`src/rtl/fe_iq.sv`:
```
// fe_iq: fetch instruction queue between fetch buffer and decode (optional FE_IQ_BYPASS_EN)
package fe_iq_pkg;
  typedef struct packed {
    logic [31:0] instr;
    logic [31:0] pc;
    logic        valid;
  } t_fb_fe_rsp;
endpackage

module fe_iq
  import fe_iq_pkg::*;
#(
  parameter  int DEPTH = 8,
  localparam int PTR_W = $clog2(DEPTH) + 1
) (
  input  logic             clk,
  input  logic             reset_n,
  input  logic             fb_iq_rq_nnn,
  input  t_fb_fe_rsp       fb_iq_pkt_nnn,
  output logic             iq_fb_gn_nnn,
  output logic             iq_de_valid_nnn,
  output t_fb_fe_rsp       iq_de_pkt_nnn,
  input  logic             de_iq_stall_nnn,
  input  logic             flush_nnn,
  output logic [PTR_W-1:0] iq_count_nnn,
  output logic             iq_full_nnn
);
  t_fb_fe_rsp       mem [DEPTH];
  logic [PTR_W-1:0] wr_ptr, rd_ptr;
  logic             empty, push, pop, byp;
  assign iq_count_nnn = wr_ptr - rd_ptr;
  assign empty        = wr_ptr == rd_ptr;
  assign iq_full_nnn  = (wr_ptr[PTR_W-2:0] == rd_ptr[PTR_W-2:0]) & (wr_ptr[PTR_W-1] != rd_ptr[PTR_W-1]);
  assign iq_fb_gn_nnn = reset_n & fb_iq_rq_nnn & ~iq_full_nnn & ~flush_nnn;
`ifdef FE_IQ_BYPASS_EN
  assign byp = iq_fb_gn_nnn & empty & ~de_iq_stall_nnn;
`else
  assign byp = 1'b0;
`endif
  assign push            = iq_fb_gn_nnn & ~byp;
  assign pop             = ~empty & ~de_iq_stall_nnn & ~flush_nnn;
  assign iq_de_valid_nnn = ~empty | byp;
  // head packet toward decode; bypass forwards the incoming packet when the queue is empty
  always_comb begin
    iq_de_pkt_nnn       = ~empty ? mem[rd_ptr[PTR_W-2:0]] : byp ? fb_iq_pkt_nnn : '0;
    iq_de_pkt_nnn.valid = iq_de_valid_nnn;
  end
  // pointer update; flush empties the queue in one cycle
  always_ff @(posedge clk or negedge reset_n) begin
    if (!reset_n) begin
      wr_ptr <= '0;
      rd_ptr <= '0;
    end else if (flush_nnn) begin
      wr_ptr <= '0;
      rd_ptr <= '0;
    end else begin
      wr_ptr <= wr_ptr + PTR_W'(push);
      rd_ptr <= rd_ptr + PTR_W'(pop);
    end
  end
  // storage is never reset; only written on push
  always_ff @(posedge clk) begin
    if (push) mem[wr_ptr[PTR_W-2:0]] <= fb_iq_pkt_nnn;
  end
  // protocol and occupancy sanity checks
  always_ff @(posedge clk) begin
    if (reset_n) begin
      assert (iq_count_nnn <= PTR_W'(DEPTH));
      assert (!fb_iq_rq_nnn || fb_iq_pkt_nnn.valid);
      assert (!(pop && empty));
    end
  end
endmodule

```
`config.mk`:
```
export PLATFORM = sky130hd
export DESIGN_NAME = fe_iq
export DESIGN_NICKNAME = d
export VERILOG_FILES = /design/src/rtl/fe_iq.sv
export SDC_FILE = /design/constraint.sdc
export NUM_CORES = 1
export LEC_CHECK = 0
export BUFFER_PORTS_ARGS = -buffer_cell sky130_fd_sc_hd__buf_2
export CORE_ASPECT_RATIO = 2
export CORE_MARGIN = 3
export CORE_UTILIZATION = 30
export DETAILED_ROUTE_END_ITERATION = 16
export PLACE_DENSITY = 0.54
export SLEW_MARGIN = 10
export SYNTH_ARGS = -nofsm -noshare
export SYNTH_HDL_FRONTEND = slang
export SYNTH_SLANG_ARGS = --single-unit
```
`constraint.sdc`:
```
create_clock -name clk -period 6 [get_ports clk]
set_input_delay 1.2 -clock clk [delete_from_list [all_inputs] [get_ports clk]]
set_output_delay 1.2 -clock clk [all_outputs]
set_load 0.05 [all_outputs]
```
; ---- Word level (Yosys, flattened, before mapping)
; Memory sizes are Yosys's and may differ from the RTL's.
; Index checks and enable logic that the tools add are counted.
[totals]
register_bits = 8
latch_bits = 0
ramBits = 520
romBits = 0
wordCells = 24
mem_count = 1
[mem_list]
columns = name, depth, word_bits, read_ports, rd_clocked_by_memory_dff, write_ports, line
row1 = mem, 8, 65, 1, 0, 1, 28  ; t_fb_fe_rsp mem [DEPTH];
[classes]
n_addsub = 3
mul = 0
div = 0
n_lt_le_gt_ge = 0
eq_ne = 3
shift = 0
n_mux = 5
bitwise_logic = 10
n_reduce_logical = 0
[op_table]
columns = op, n
row1 = 2-to-1 mux 65 bit, 1
row2 = adder 4 x 1 -> 4 bit, 2
row3 = 2-to-1 mux 4 bit, 2
row4 = bitwise AND 1 bit, 6
row5 = equality test 4 bit, 1
row6 = NOT 1 bit, 4
row7 = subtractor 4 bit, 1
row8 = equality test 3 bit, 1
row9 = 2-to-1 mux 1 bit, 2
row10 = inequality test 1 bit, 1

; ---- Longest topological paths before layout
[logic_depth]
word_depth = 7
depth_mapped = 11
mapped_depth_nobuf = 8

; ---- Least setup slack after synthesis
; Ideal clock, no wire load.
[synth_timing]
path_kind = input-to-reg
start = in flush_nnn
end = mem mem[1][10] (netlist name) (enable)
setup_ns = 0.564
arrival_time_ns = 6.557
required_time_ns = 5.436
setup_slack_ns = -1.122
path_stages = 5
n_path_buf = 1
path_cell_list = clkbuf_1 -> inv_1 -> o2111a_1 -> nand2_1 -> nor3_1
[synth_via]
elab_chain_cells = 4
[synth_lines]
columns = element, line
row1 = "start, declared", 24  ; input logic flush_nnn,
row2 = NOT 1 bit, 34  ; assign iq_fb_gn_nnn = reset_n & fb_iq_rq_nnn & ~iq_full_nnn & ~flush_nnn;
row3 = bitwise AND 1 bit, 34
row4 = net iq_fb_gn_nnn, 20  ; output logic iq_fb_gn_nnn,
row5 = 2-to-1 mux 1 bit, 63  ; if (push) mem[wr_ptr[PTR_W-2:0]] <= fb_iq_pkt_nnn;
row6 = 2-to-1 mux 1 bit (implied by the code), 63
row7 = "end, declared", 28
; The timed path passes the listed nets, and every way through them passes these cells.

==> results_dict.tcl <==
set metrics [dict create \
    status "finished, final reports clean" \
    die_y_um 368.7 \
    end_kind "primary output" \
    crit_start "rd_ptr[0]" \
    r2r-start "rd_ptr[0]" \
    total_leakage_power_uw 0.007353 \
    grt_pass1_vias 10040 \
    routed-via-count 8949 \
    power.density_nw_per_um2 323.3 \
    n_fill_cell 6015 \
    clkSlewWorstSetupHoldPaths_ns 0.07 \
    setup_viol 0 \
    port_buffers 140 \
    routed_via_density 4.727 \
    reg2reg_depth 6 \
    syn_inst 812 \
    cp.arrival_ns 3.55 \
    max_freq_mhz 210.5 \
    gp_congestion 0.6790 \
    wl_mm 44.07 \
    grt_max_degree 62 \
    ctsHoldBuffers 0 \
    slew_violations 0 \
    cts_tree "done" \
    setup_tns_ns 0 \
    syn_to_final_growth_pct 17.06 \
    layout_min_cycle_time_ns 4.751 \
    tightestPinTransition_ns 1.012 \
    syn_nets 890 \
    worstPathRequired_ns 4.80 \
    place_inst 1804 \
    clk_latency_ns 0.56 \
    first_pass_iters 4 \
    synth_area_sq_um 19730 \
    maxSlewHeadroom_pct 32.36 \
    layoutNonFillerInstCount 1893 \
    overflow 0 \
    antenna_found_initial 6 \
    cts_sinks 520 \
    drive_gt1_share_pct 36.68 \
    core_sq_um 64910 \
    whs_ns 0.4895 \
    numCtsBuffers 46 \
    worstHoldPathType "input port to asynchronous set/reset pin" \
    die_w_um 187.3 \
    route.detailed.drc 0 \
    cts_buffer_depth 3 \
    cp-start-kind "register" \
    drtAntennaViolNets 0 \
    ys_warn_count 0 \
    ys_types 25 \
    worst-path-max-fanout 43 \
    cts-resized-gates 0 \
    wl_per_cell_um 23.28 \
    cts_htree_levels 2 \
    peakVddDrop_mv 0.2654 \
    worstSetupPathType "register to primary output" \
    yosysSeqAreaShare_pct 78.94 \
    final_net_count 1059 \
    clock-root-buffer "clkbuf_16" \
    cts_setup_buffers 0 \
    hpwl_mm 25.08 \
    pin_count 142 \
    grt_pass1_wl_mm 65.89 \
    syn_avg_cell_area_sq_um 24.30 \
    rsz0062_at_grt "no" \
    finClkSkew_ns 0.01575 \
    hold_violations 0 \
    drtIter0Drc 534 \
    rows 132 \
    max-cap-violations 0 \
    die-area_sq_um 69070 \
    grt.total_usage_pct 12.82 \
    start_util_pct 30.40 \
    min_period_over_period_pct 79.19 \
    synth.ff_latch_count 520 \
]
state kept, by name, summed over array words and instances, names as in the netlist:
register	cells
mem	512
wr_ptr	4
rd_ptr	4
power breakdown:
part,internal [uW],switching [uW]
combinational,114,259
clock,1790,1290
sequential,4010,8.73
worst max-delay path, cell delays in order (launching register included):
cell,delay (ns)
dfrtp_4,0.80
ha_1,0.38
and4_4,0.21
nor2_8,0.72
buf_4,0.35
a22o_1,0.21
buf_2,0.28
layout make-up:
class	instances	area (sq um)	share of cell area, %
tap	871	1090	4.719
clock buffer	55	1249	5.407
multi-input combinational	239	3880	16.80
timing repair buffer	165	925.9	4.009
antenna	5	12.51	0.05417
clock inverter	29	322.8	1.398
sequential	520	15580	67.47
inverter	9	33.78	0.1463
through the flow:
stage / cell area (sq um) / power, uW / worst slack, ns / utilization (%)
final: 23100 / 7467 / 1.249 / 35.58
after global routing: 23090 / 7727 / 1.025 / 35.58
after CTS: 23080 / 7583 / 1.104 / 35.56
after detailed placement: 21510 / 4477 / 1.732 / 33.14
after global placement: 21510 / 4469 / 1.745 / 33.14
after floorplan: 19740 / 4344 / 0.5916 / -
cells in the mapped netlist:
library cell | instances | share of area [%]
clkbuf_1 | 14 | 0.27
a21o_1 | 1 | 0.038
nor2_1 | 11 | 0.21
nand3_1 | 3 | 0.076
buf_4 | 10 | 0.38
buf_6 | 13 | 0.74
mux4_2 | 128 | 15
xnor2_2 | 1 | 0.082
and4_4 | 1 | 0.057
xor2_1 | 2 | 0.089
inv_1 | 9 | 0.17
edfxtp_1 | 512 | 78
nand2b_1 | 1 | 0.032
a21oi_1 | 1 | 0.025
nor2_8 | 2 | 0.20
dfrtp_1 | 8 | 1.0
o2111a_1 | 1 | 0.057
nand2_1 | 4 | 0.076
nor2b_1 | 4 | 0.13
buf_2 | 7 | 0.18
nor3_1 | 3 | 0.076
ha_1 | 7 | 0.44
fa_1 | 1 | 0.10
xnor2_1 | 4 | 0.18
a22o_1 | 64 | 2.8
final timing paths:
| kind | slack, ns | end |
|---|---|---|
| min | 0.49 | wr_ptr[1] |
| max in group asynchronous | 5.28 | rd_ptr[1] |
| min in group clk | 0.60 | rd_ptr[3] |
| min reg2reg | 0.60 | rd_ptr[3] |
| max reg2reg | 2.50 | mem[4][17] |
| max | 1.25 | iq_de_pkt_nnn[14] |
cell families (layout without fill, tap and decap cells):
family,after synthesis,after routing,synth area share (%)
AOI/OAI and AO/OA,67,67,2.962
xor gates and xnor gates,7,7,0.3488
muxes,128,128,14.61
DFF,520,520,78.94
other,0,5,0
buffers and inverters,53,258,1.738
adders and majority gates,8,8,0.5454
and+or+nand+nor,29,29,0.8560
layer usage:
layer | wire length, um | share of wire, % | vias to the layer above | GRT usage (%)
met5 | 21 | 0.048 | - | 0
met4 | 1268 | 2.9 | 4 | 4.512
met3 | 1600 | 3.6 | 69 | 2.110
met2 | 23850 | 54 | 198 | 23.64
met1 | 17330 | 39 | 4846 | 15.00
li1 | - | - | 3832 | -
placed cells by master, fill, tap and decap left out, types with 2 or more instances in the layout:
cell type / synthesis / routed
a22o_1: 64 / 64
buf_12: 0 / 3
buf_2: 7 / 140
buf_4: 10 / 22
bufinv_16: 0 / 7
clkbuf_1: 14 / 6
clkbuf_16: 0 / 49
clkinv_1: 0 / 12
clkinv_2: 0 / 5
clkinvlp_4: 0 / 3
dfrtp_1: 8 / 6
dfrtp_4: 0 / 2
diode_2: 0 / 5
edfxtp_1: 512 / 512
ha_1: 7 / 7
inv_1: 9 / 9
mux4_2: 128 / 128
nand2_1: 4 / 4
nand3_1: 3 / 3
nor2_1: 11 / 5
nor2_4: 0 / 6
nor2_8: 2 / 2
nor2b_1: 4 / 4
nor3_4: 0 / 2
xnor2_1: 4 / 4
xor2_1: 2 / 2
(Power assumes the default switching activity.)
